### src/rtl/ref_filter_pkg.sv
// Shared definitions for the reference-sample smoothing pipeline.
package ref_filter_pkg;

    localparam logic [1:0] MODE_BYP  = 2'd0;
    localparam logic [1:0] MODE_121  = 2'd1;
    localparam logic [1:0] MODE_AUTO = 2'd2;

    // Flatness threshold for the strong-smoothing decision.
    function automatic int unsigned f_strong_thr(input int unsigned bd);
        return 32'd1 << (bd - 32'd5);
    endfunction

endpackage

### src/rtl/ref_strong_decide.sv
// Flatness test for one side of the reference array: |corner + end - 2*mid| < threshold.
module ref_strong_decide
    import ref_filter_pkg::*;
#(
    parameter int unsigned BD = 8
) (
    input  logic [BD-1:0] i_corner,
    input  logic [BD-1:0] i_end,
    input  logic [BD-1:0] i_mid,
    output logic          o_flag
);

    localparam int unsigned W = BD + 3;
    localparam logic [W-1:0] THR = W'(f_strong_thr(BD));

    logic signed [W-1:0] w_diff;
    logic        [W-1:0] w_abs;

    assign w_diff = $signed({3'b000, i_corner}) + $signed({3'b000, i_end})
                  - $signed({2'b00, i_mid, 1'b0});
    assign w_abs  = w_diff[W-1] ? $unsigned(-w_diff) : $unsigned(w_diff);
    assign o_flag = (w_abs < THR);

endmodule

### src/rtl/ref_filter_pipe.sv
// Pipelined intra reference-sample smoothing: bypass, [1 2 1]/4, or strong bilinear (N == 32).
// S1 captures ref/mode/strong decision, S2 holds the filtered result; valid/ready on both sides.
module ref_filter_pipe
    import ref_filter_pkg::*;
#(
    parameter int unsigned N    = 8,
    parameter int unsigned BD   = 8,
    parameter int unsigned LOGM = 4
) (
    input  logic                    CLK1,
    input  logic                    RST,
    input  logic                    IN_VALID,
    output logic                    IN_READY,
    input  logic [1:0]              IN_MODE,
    input  logic [(4*N+1)*BD-1:0]   IN_REF,
    output logic                    OUT_VALID,
    input  logic                    OUT_READY,
    output logic [(4*N+1)*BD-1:0]   OUT_REF,
    output logic                    OUT_STRONG
);

    localparam int unsigned M  = 2 * N;
    localparam int unsigned W  = (2 * M + 1) * BD;
    localparam int unsigned SW = BD + LOGM + 1;

    if (LOGM != $clog2(2 * N)) begin : g_bad_logm
        $error("ref_filter_pipe: LOGM must equal $clog2(2*N)");
    end

    logic         w_top_ok;
    logic         w_left_ok;
    logic         w_strong_in;
    logic         w_s2_free;
    logic         w_use_121;
    logic [W-1:0] w_filt;

    logic         r_s1_valid;
    logic [1:0]   r_s1_mode;
    logic         r_s1_strong;
    logic [W-1:0] r_s1_ref;
    logic         r_s2_valid;
    logic         r_s2_strong;
    logic [W-1:0] r_s2_ref;

    ref_strong_decide #(.BD(BD)) u_top_decide (
        .i_corner (IN_REF[M*BD +: BD]),
        .i_end    (IN_REF[2*M*BD +: BD]),
        .i_mid    (IN_REF[3*N*BD +: BD]),
        .o_flag   (w_top_ok)
    );

    ref_strong_decide #(.BD(BD)) u_left_decide (
        .i_corner (IN_REF[M*BD +: BD]),
        .i_end    (IN_REF[0 +: BD]),
        .i_mid    (IN_REF[N*BD +: BD]),
        .o_flag   (w_left_ok)
    );

    // Strong smoothing only exists for 32x32 blocks in auto mode.
    assign w_strong_in = (N == 32) && (IN_MODE == MODE_AUTO) && w_top_ok && w_left_ok;

    assign w_s2_free = !r_s2_valid || OUT_READY;
    assign IN_READY  = !r_s1_valid || w_s2_free;
    assign w_use_121 = (r_s1_mode == MODE_121) || ((r_s1_mode == MODE_AUTO) && !r_s1_strong);

    for (genvar k = 0; k <= 2 * M; k++) begin : g_tap
        if (k == 0 || k == 2 * M) begin : g_end
            assign w_filt[k*BD +: BD] = r_s1_ref[k*BD +: BD];
        end else begin : g_mid
            // Corner weight falls linearly from M at the corner towards the array ends.
            localparam int unsigned WC = (k < M) ? k : 2 * M - k;
            localparam int unsigned EI = (k < M) ? 0 : 2 * M;
            logic [BD+1:0] w_sum121;
            logic [SW-1:0] w_sum_str;

            assign w_sum121  = {2'b00, r_s1_ref[(k-1)*BD +: BD]}
                             + {1'b0, r_s1_ref[k*BD +: BD], 1'b0}
                             + {2'b00, r_s1_ref[(k+1)*BD +: BD]} + (BD+2)'(2);
            assign w_sum_str = SW'(WC) * SW'(r_s1_ref[M*BD +: BD])
                             + SW'(M - WC) * SW'(r_s1_ref[EI*BD +: BD]) + SW'(M / 2);
            assign w_filt[k*BD +: BD] = r_s1_strong ? BD'(w_sum_str >> LOGM)
                                      : w_use_121   ? BD'(w_sum121 >> 2)
                                      :               r_s1_ref[k*BD +: BD];
        end
    end

    always_ff @(posedge CLK1) begin
        if (RST) begin
            r_s1_valid  <= 1'b0;
            r_s1_mode   <= MODE_BYP;
            r_s1_strong <= 1'b0;
            r_s1_ref    <= '0;
            r_s2_valid  <= 1'b0;
            r_s2_strong <= 1'b0;
            r_s2_ref    <= '0;
        end else begin
            if (IN_READY) begin
                r_s1_valid <= IN_VALID;
                if (IN_VALID) begin
                    r_s1_mode   <= IN_MODE;
                    r_s1_strong <= w_strong_in;
                    r_s1_ref    <= IN_REF;
                end
            end
            if (w_s2_free) begin
                r_s2_valid <= r_s1_valid;
                if (r_s1_valid) begin
                    r_s2_strong <= r_s1_strong;
                    r_s2_ref    <= w_filt;
                end
            end
        end
    end

    assign OUT_VALID  = r_s2_valid;
    assign OUT_STRONG = r_s2_strong;
    assign OUT_REF    = r_s2_ref;

endmodule

### config.mk
export PLATFORM = sky130hd
export DESIGN_NAME = ref_filter_pipe
export DESIGN_NICKNAME = d
export VERILOG_FILES = /design/src/rtl/ref_filter_pkg.sv /design/src/rtl/ref_strong_decide.sv /design/src/rtl/ref_filter_pipe.sv
export SDC_FILE = /design/constraint.sdc
export NUM_CORES = 2
export LEC_CHECK = 0
export ABC_AREA = 0
export CORE_UTILIZATION = 25
export DETAILED_ROUTE_END_ITERATION = 16
export HOLD_SLACK_MARGIN = 0.1
export MAX_ROUTING_LAYER = met4
export PLACE_DENSITY = 0.52
export SETUP_SLACK_MARGIN = 0.05
export SLEW_MARGIN = 20
export SYNTH_ARGS = -nofsm -noshare
export SYNTH_HDL_FRONTEND = slang
export SYNTH_SLANG_ARGS = --single-unit
### constraint.sdc
create_clock -name CLK1 -period 3 [get_ports CLK1]
set_input_delay 0.3 -clock CLK1 [delete_from_list [all_inputs] [get_ports CLK1]]
set_output_delay 0.3 -clock CLK1 [all_outputs]
set_load 0.03 [all_outputs]
---- After elaboration in Yosys (flattened, before gate mapping) ----
Index checks and enable logic that the tools add are counted.
cells by class
  $add $sub $neg .......................... 93
  eq/ne operators ......................... 2
  multiplexer cells ....................... 31
  reductions and logical operators ........ 7
operators with widths
  kind                     number
  $add A10 B2 Y10 const B  31
  $add A10 B8 Y10          31
  $add A8 B9 Y10           31
  $mux W8                  31
  $reduce_and A2 Y1        2
  $logic_or A1 B1 Y1       3
  $eq A2 B1 Y1 const B     1
  $eq A2 B2 Y1 const B     1
  $logic_not A1 Y1         2
word-level totals
  register bits after elaboration ......... 532
  input port bits ......................... 270
  output and inout bits ................... 267
  word-level logic and storage cells ...... 138

---- Longest topological paths before layout ----
  depth in word-level cells ............... 4
  mapped depth ............................ 10

---- Worst setup path after synthesis ----
No wires, ideal clock.
  path type ............................... register -> register
  start point ............................. register r_s1_ref[27]
  end point ............................... register r_s2_ref[22] (netlist: OUT_REF[22])
  arrival ................................. 2.262 ns
  data required time ...................... 2.914 ns
  path slack .............................. 0.652 ns
  stages on the path, launching flop included .. 9
  cell sequence ........................... dfxtp_1 fa_1 ha_1 a21oi_1 nor2b_1 a311o_1 a211oi_2 xor2_1 a211oi_1
between the ends
  longest elaborated chain between the ends .. 3
RTL lines
  element                 line                    source
  from (decl)             ref_filter_pipe.sv:40   logic [W-1:0] r_s1_ref;
  from (signal assigned)  ref_filter_pipe.sv:92   r_s1_ref <= '0;
  from (signal assigned)  ref_filter_pipe.sv:102  r_s1_ref <= IN_REF;
  $add A10 B8 Y10         ref_filter_pipe.sv:78   + {2'b00, r_s1_ref[(k+1)*BD +: BD]} + (BD+2)'(2);
  $add A10 B2 Y10         ref_filter_pipe.sv:78
  $mux W8                 ref_filter_pipe.sv:82   : w_use_121 ? BD'(w_sum121 >> 2)
  to (signal assigned)    ref_filter_pipe.sv:109  r_s2_ref <= w_filt;
  to (decl)               ref_filter_pipe.sv:43   logic [W-1:0] r_s2_ref;
No other way between the ends.
A chain may end at the register's enable or synchronous reset.

---- Final worst setup path ----
  start point ............................. register r_s1_ref[186]
  end point ............................... register r_s2_ref[190] (netlist: OUT_REF[190])
between the ends
  longest elaborated chain between the ends .. 4
RTL lines
  element          line                   source
  $add A8 B9 Y10   ref_filter_pipe.sv:77  + {1'b0, r_s1_ref[k*BD +: BD], 1'b0}
  $add A10 B8 Y10  ref_filter_pipe.sv:78
  $add A10 B2 Y10  ref_filter_pipe.sv:78
  $mux W8          ref_filter_pipe.sv:82
No other way between the ends.

==> run_results.csv <==
group,metric,value,unit
layout,layout-drive-gt1-share,6.081,%
timing,period_needed,2.612,ns
worst_setup_path,cp_max_fo,5,
clocking,numCtsBuffers,70,
clocking,postCtsSetupRepairBufs,0,
worst_setup_path,crit_path_end_kind,"register",
pwr,ir_worst_vdd,0.3003,mV
min_path,hold_path.class,"in2reg",
place,dp_slack,0.3951,ns
worst_setup_path,reg2reg_to,"OUT_REF[190]",
drt,drtAntennaViolNets,0,
floorplanning,core,132100,um2
worst_setup_path,crit_path_start_kind,"register",
pwr,powerDensity,522.3,nW/um2
layout,final_common_cell,"nand2_1",
timing,grt_setup_unrepaired,"false",
clocking,clkTransAtPathRegs,0.06,ns
job,cap_violations,0,
place,gp_congestion,0.8897,
clocking,h-tree-depth,3,
floorplanning,die_area,135300,um2
timing,fin_crit_sh,87.08,%
timing,relSlewSlack,53.37,%
timing,timing.fmax,0.3828,GHz
worst_setup_path,critPathMaxStageDelay,0.53,ns
drt,routed_wl,128.4,mm
logic_synthesis,synth_cell_types,38,
layout,mostFrequentLayoutCells,"nand2_1, a21oi_1, clkdlybuf4s50_1",
logic_synthesis,ys_seq_area_share,31.83,%
global_routing,met2_usage,30.27,%
timing,setup_viol,0,
global_routing,grt_pass1_vias,30180,
logic_synthesis,ys_ff_latch,532,
timing,hold_viol,0,
logic_synthesis,synthesis.nets,4727,
drt,routed_via_density,4.838,
pwr,p_leak,18.28,nW
worst_setup_path,ff2ff_setup_slack,0.39,ns
place,dpl.cell_count,6131,
clocking,clk_latency,0.63,ns
worst_setup_path,critPathLaunch,"r_s1_ref[186]",
worst_setup_path,slowest_stage,"dfxtp_1",
worst_setup_path,r2r.worst_path.cells,8,
outcome,status,"complete, no violations",
worst_setup_path,cp_cell_sequence,"fa_1, ha_1, a21oi_1, nor2b_1, a311o_1, a211oi_2, xor2_1, a211oi_1",
worst_setup_path,cp-endpoint,"OUT_REF[190]",
worst_setup_path,arrival,3.15,ns
logic_synthesis,avgSynthCellArea,8.448,um2
worst_setup_path,cp_data_required_time,3.54,ns
global_routing,track_usage,19.13,%
drt,routed-via-count,30300,
global_routing,antenna_found_initial,2,
floorplanning,dieWidth,367.8,um
logic_synthesis,ys_warn_count,0,
timing,skew,0.02801,ns
drt,dr.pass1.iters,7,
drt,drt-initial-drc-count,2063,
place,port_buffers,535,
clocking,cts_resized,0,
global_routing,top_usage_layer,"met2",
timing,setup_ws,0.3875,ns
logic_synthesis,synth-simple-area-share,14.85,%
logic_synthesis,synthAdderAreaFrac,22.72,%
logic_synthesis,synth_top_family_by_area,"adder cells",
clocking,tritoncts,"built",
global_routing,met1_usage,24.76,%
floorplanning,initial_core_util,25.32,%
timing,worst_slew_pin_slew,0.6973,ns
clocking,clk_path_buf_depth,3,
timing,setup_tns,0,ns
logic_synthesis,synth.area.mux_share,0,%
timing,drv_slew,0,
layout,fillers,13880,
global_routing,grtUsageMet3,3.493,%
floorplanning,die_h,367.8,um
drt,detail_route.wl_per_cell,20.50,um
logic_synthesis,netlist_instances,3961,
clocking,clockRootBuffer,"clkbuf_16",
logic_synthesis,synth_compound_area_share,21.12,%
drt,drc,0,
layout,layout.cells.non_filler,6263,
floorplanning,row_count,133,
global_routing,grt.overflow.total,0,
logic_synthesis,syn-cell-area,33460,um2
pwr,total_power,22.80,mW
clocking,clock-sinks,532,
layout,syn2layout_area_growth,30.49,%
logic_synthesis,synth-xor-area-share,4.581,%
worst_setup_path,critPathKind,"reg2reg",
global_routing,grt_pass1_wl,191.9,mm
floorplanning,ioPinCount,537,
worst_setup_path,reg2reg_from,"r_s1_ref[186]",
place,hpwl,97.33,mm
global_routing,grt_max_degree,109,
layout,nets,5215,
## power by group
part	leakage (nW)	internal, mW	total (mW)	switching, mW
Combinational	12.7	2.42	5.69	3.27
Sequential	4.37	7.52	8.23	0.713
Clock	1.19	5.34	8.88	3.55
## worst min-delay path by stage
stage / slack (ns) / cells past startpoint / endpoint / startpoint
floorplan: 0.42 / 2 / r_s1_valid / IN_VALID
global placement: 0.45 / 2 / OUT_REF[260] / OUT_REF[260]
detailed placement: 0.45 / 2 / OUT_REF[258] / OUT_REF[258]
CTS: 0.16 / 3 / r_s1_ref[110] / IN_REF[110]
global route: 0.20 / 3 / r_s1_ref[189] / IN_REF[189]
finish: 0.22 / 3 / r_s1_ref[110] / IN_REF[110]
## metal layers
layer  part of all wire (%)  vias up
met3                    5.9      165
met2                     46      807
met5                      0        -
li1                       -    14720
met1                     45    14610
met4                    2.6        0
## cells by family after synthesis
family                     count (synthesis)
and+or+nand+nor                         1210
adders and majority gates                496
other                                      1
AOI/OAI and AO/OA                       1146
xor gates and xnor gates                 175
buffers and inverters                    401
DFF                                      532
## flip-flops by register name, indices dropped and copies added, names as in the netlist
name / cells
OUT_VALID: 1
r_s1_valid: 1
r_s1_mode: 2
r_s1_ref: 264
OUT_REF: 264
## Yosys cell counts
master	count	share of area (%)
a21oi_2	25	0.65
a211o_1	1	0.026
a211oi_2	13	0.49
nand2b_1	1	0.019
a311oi_1	79	2.1
nor2b_1	58	1.1
o211ai_1	60	1.3
a22oi_1	31	0.70
a21o_1	48	1.1
buf_1	16	0.18
buf_2	94	1.4
and2_1	1	0.019
nand2_1	757	8.5
inv_1	173	1.9
clkbuf_1	115	1.3
o21ai_0	115	1.7
conb_1	1	0.011
nand3b_1	1	0.022
and3_1	62	1.2
a311o_1	13	0.39
a211oi_1	107	2.4
buf_4	3	0.067
nor2b_4	1	0.041
a21oi_1	537	8.0
nand4_1	18	0.34
xnor2_1	58	1.5
o21ai_1	22	0.33
nor3_1	15	0.22
nand3_1	36	0.54
dfxtp_1	532	32
nor2_1	260	2.9
o21bai_1	18	0.40
a2111oi_0	1	0.026
fa_1	186	11
xor2_1	117	3.1
ha_1	310	12
o22ai_1	63	1.2
o31ai_1	13	0.29
## metrics by stage
step                utilization [%]  hold slack [ns]  area, um2
finish                        33.05           0.2223      43660
global route                  33.04           0.2018      43660
CTS                           33.04           0.1578      43660
detailed placement            31.20           0.4475      41230
global placement              31.20           0.4453      41230
floorplan                         -           0.4174      33460
## worst max-delay path, delay by kind of cell (launching register included)
| kind | cells | cell delay [ns] |
|---|---|---|
| compound gates | 4 | 1.03 |
| fa+ha+maj | 2 | 0.83 |
| flops | 1 | 0.53 |
| xor+xnor | 1 | 0.09 |
| simple gates | 1 | 0.06 |
## final cells by class
class	instances	area, um2	area share [%]
Multi-Input combinational cell	3028	21250	48.67
Sequential cell	532	10650	24.39
Timing Repair Buffer	644	6494	14.87
Tap cell	1755	2196	5.029
Clock buffer	107	2165	4.957
Inverter	173	649.4	1.487
Clock inverter	22	254.0	0.5817
Antenna cell	2	5.005	0.01146
## what timing repair did
item | CTS | global route
endpoints found under the hold margin | 16 | 0
setup endpoints to repair | 0 | 0
hold buffers | 1 | 0
Note: power is estimated with default switching activity, not from simulation.
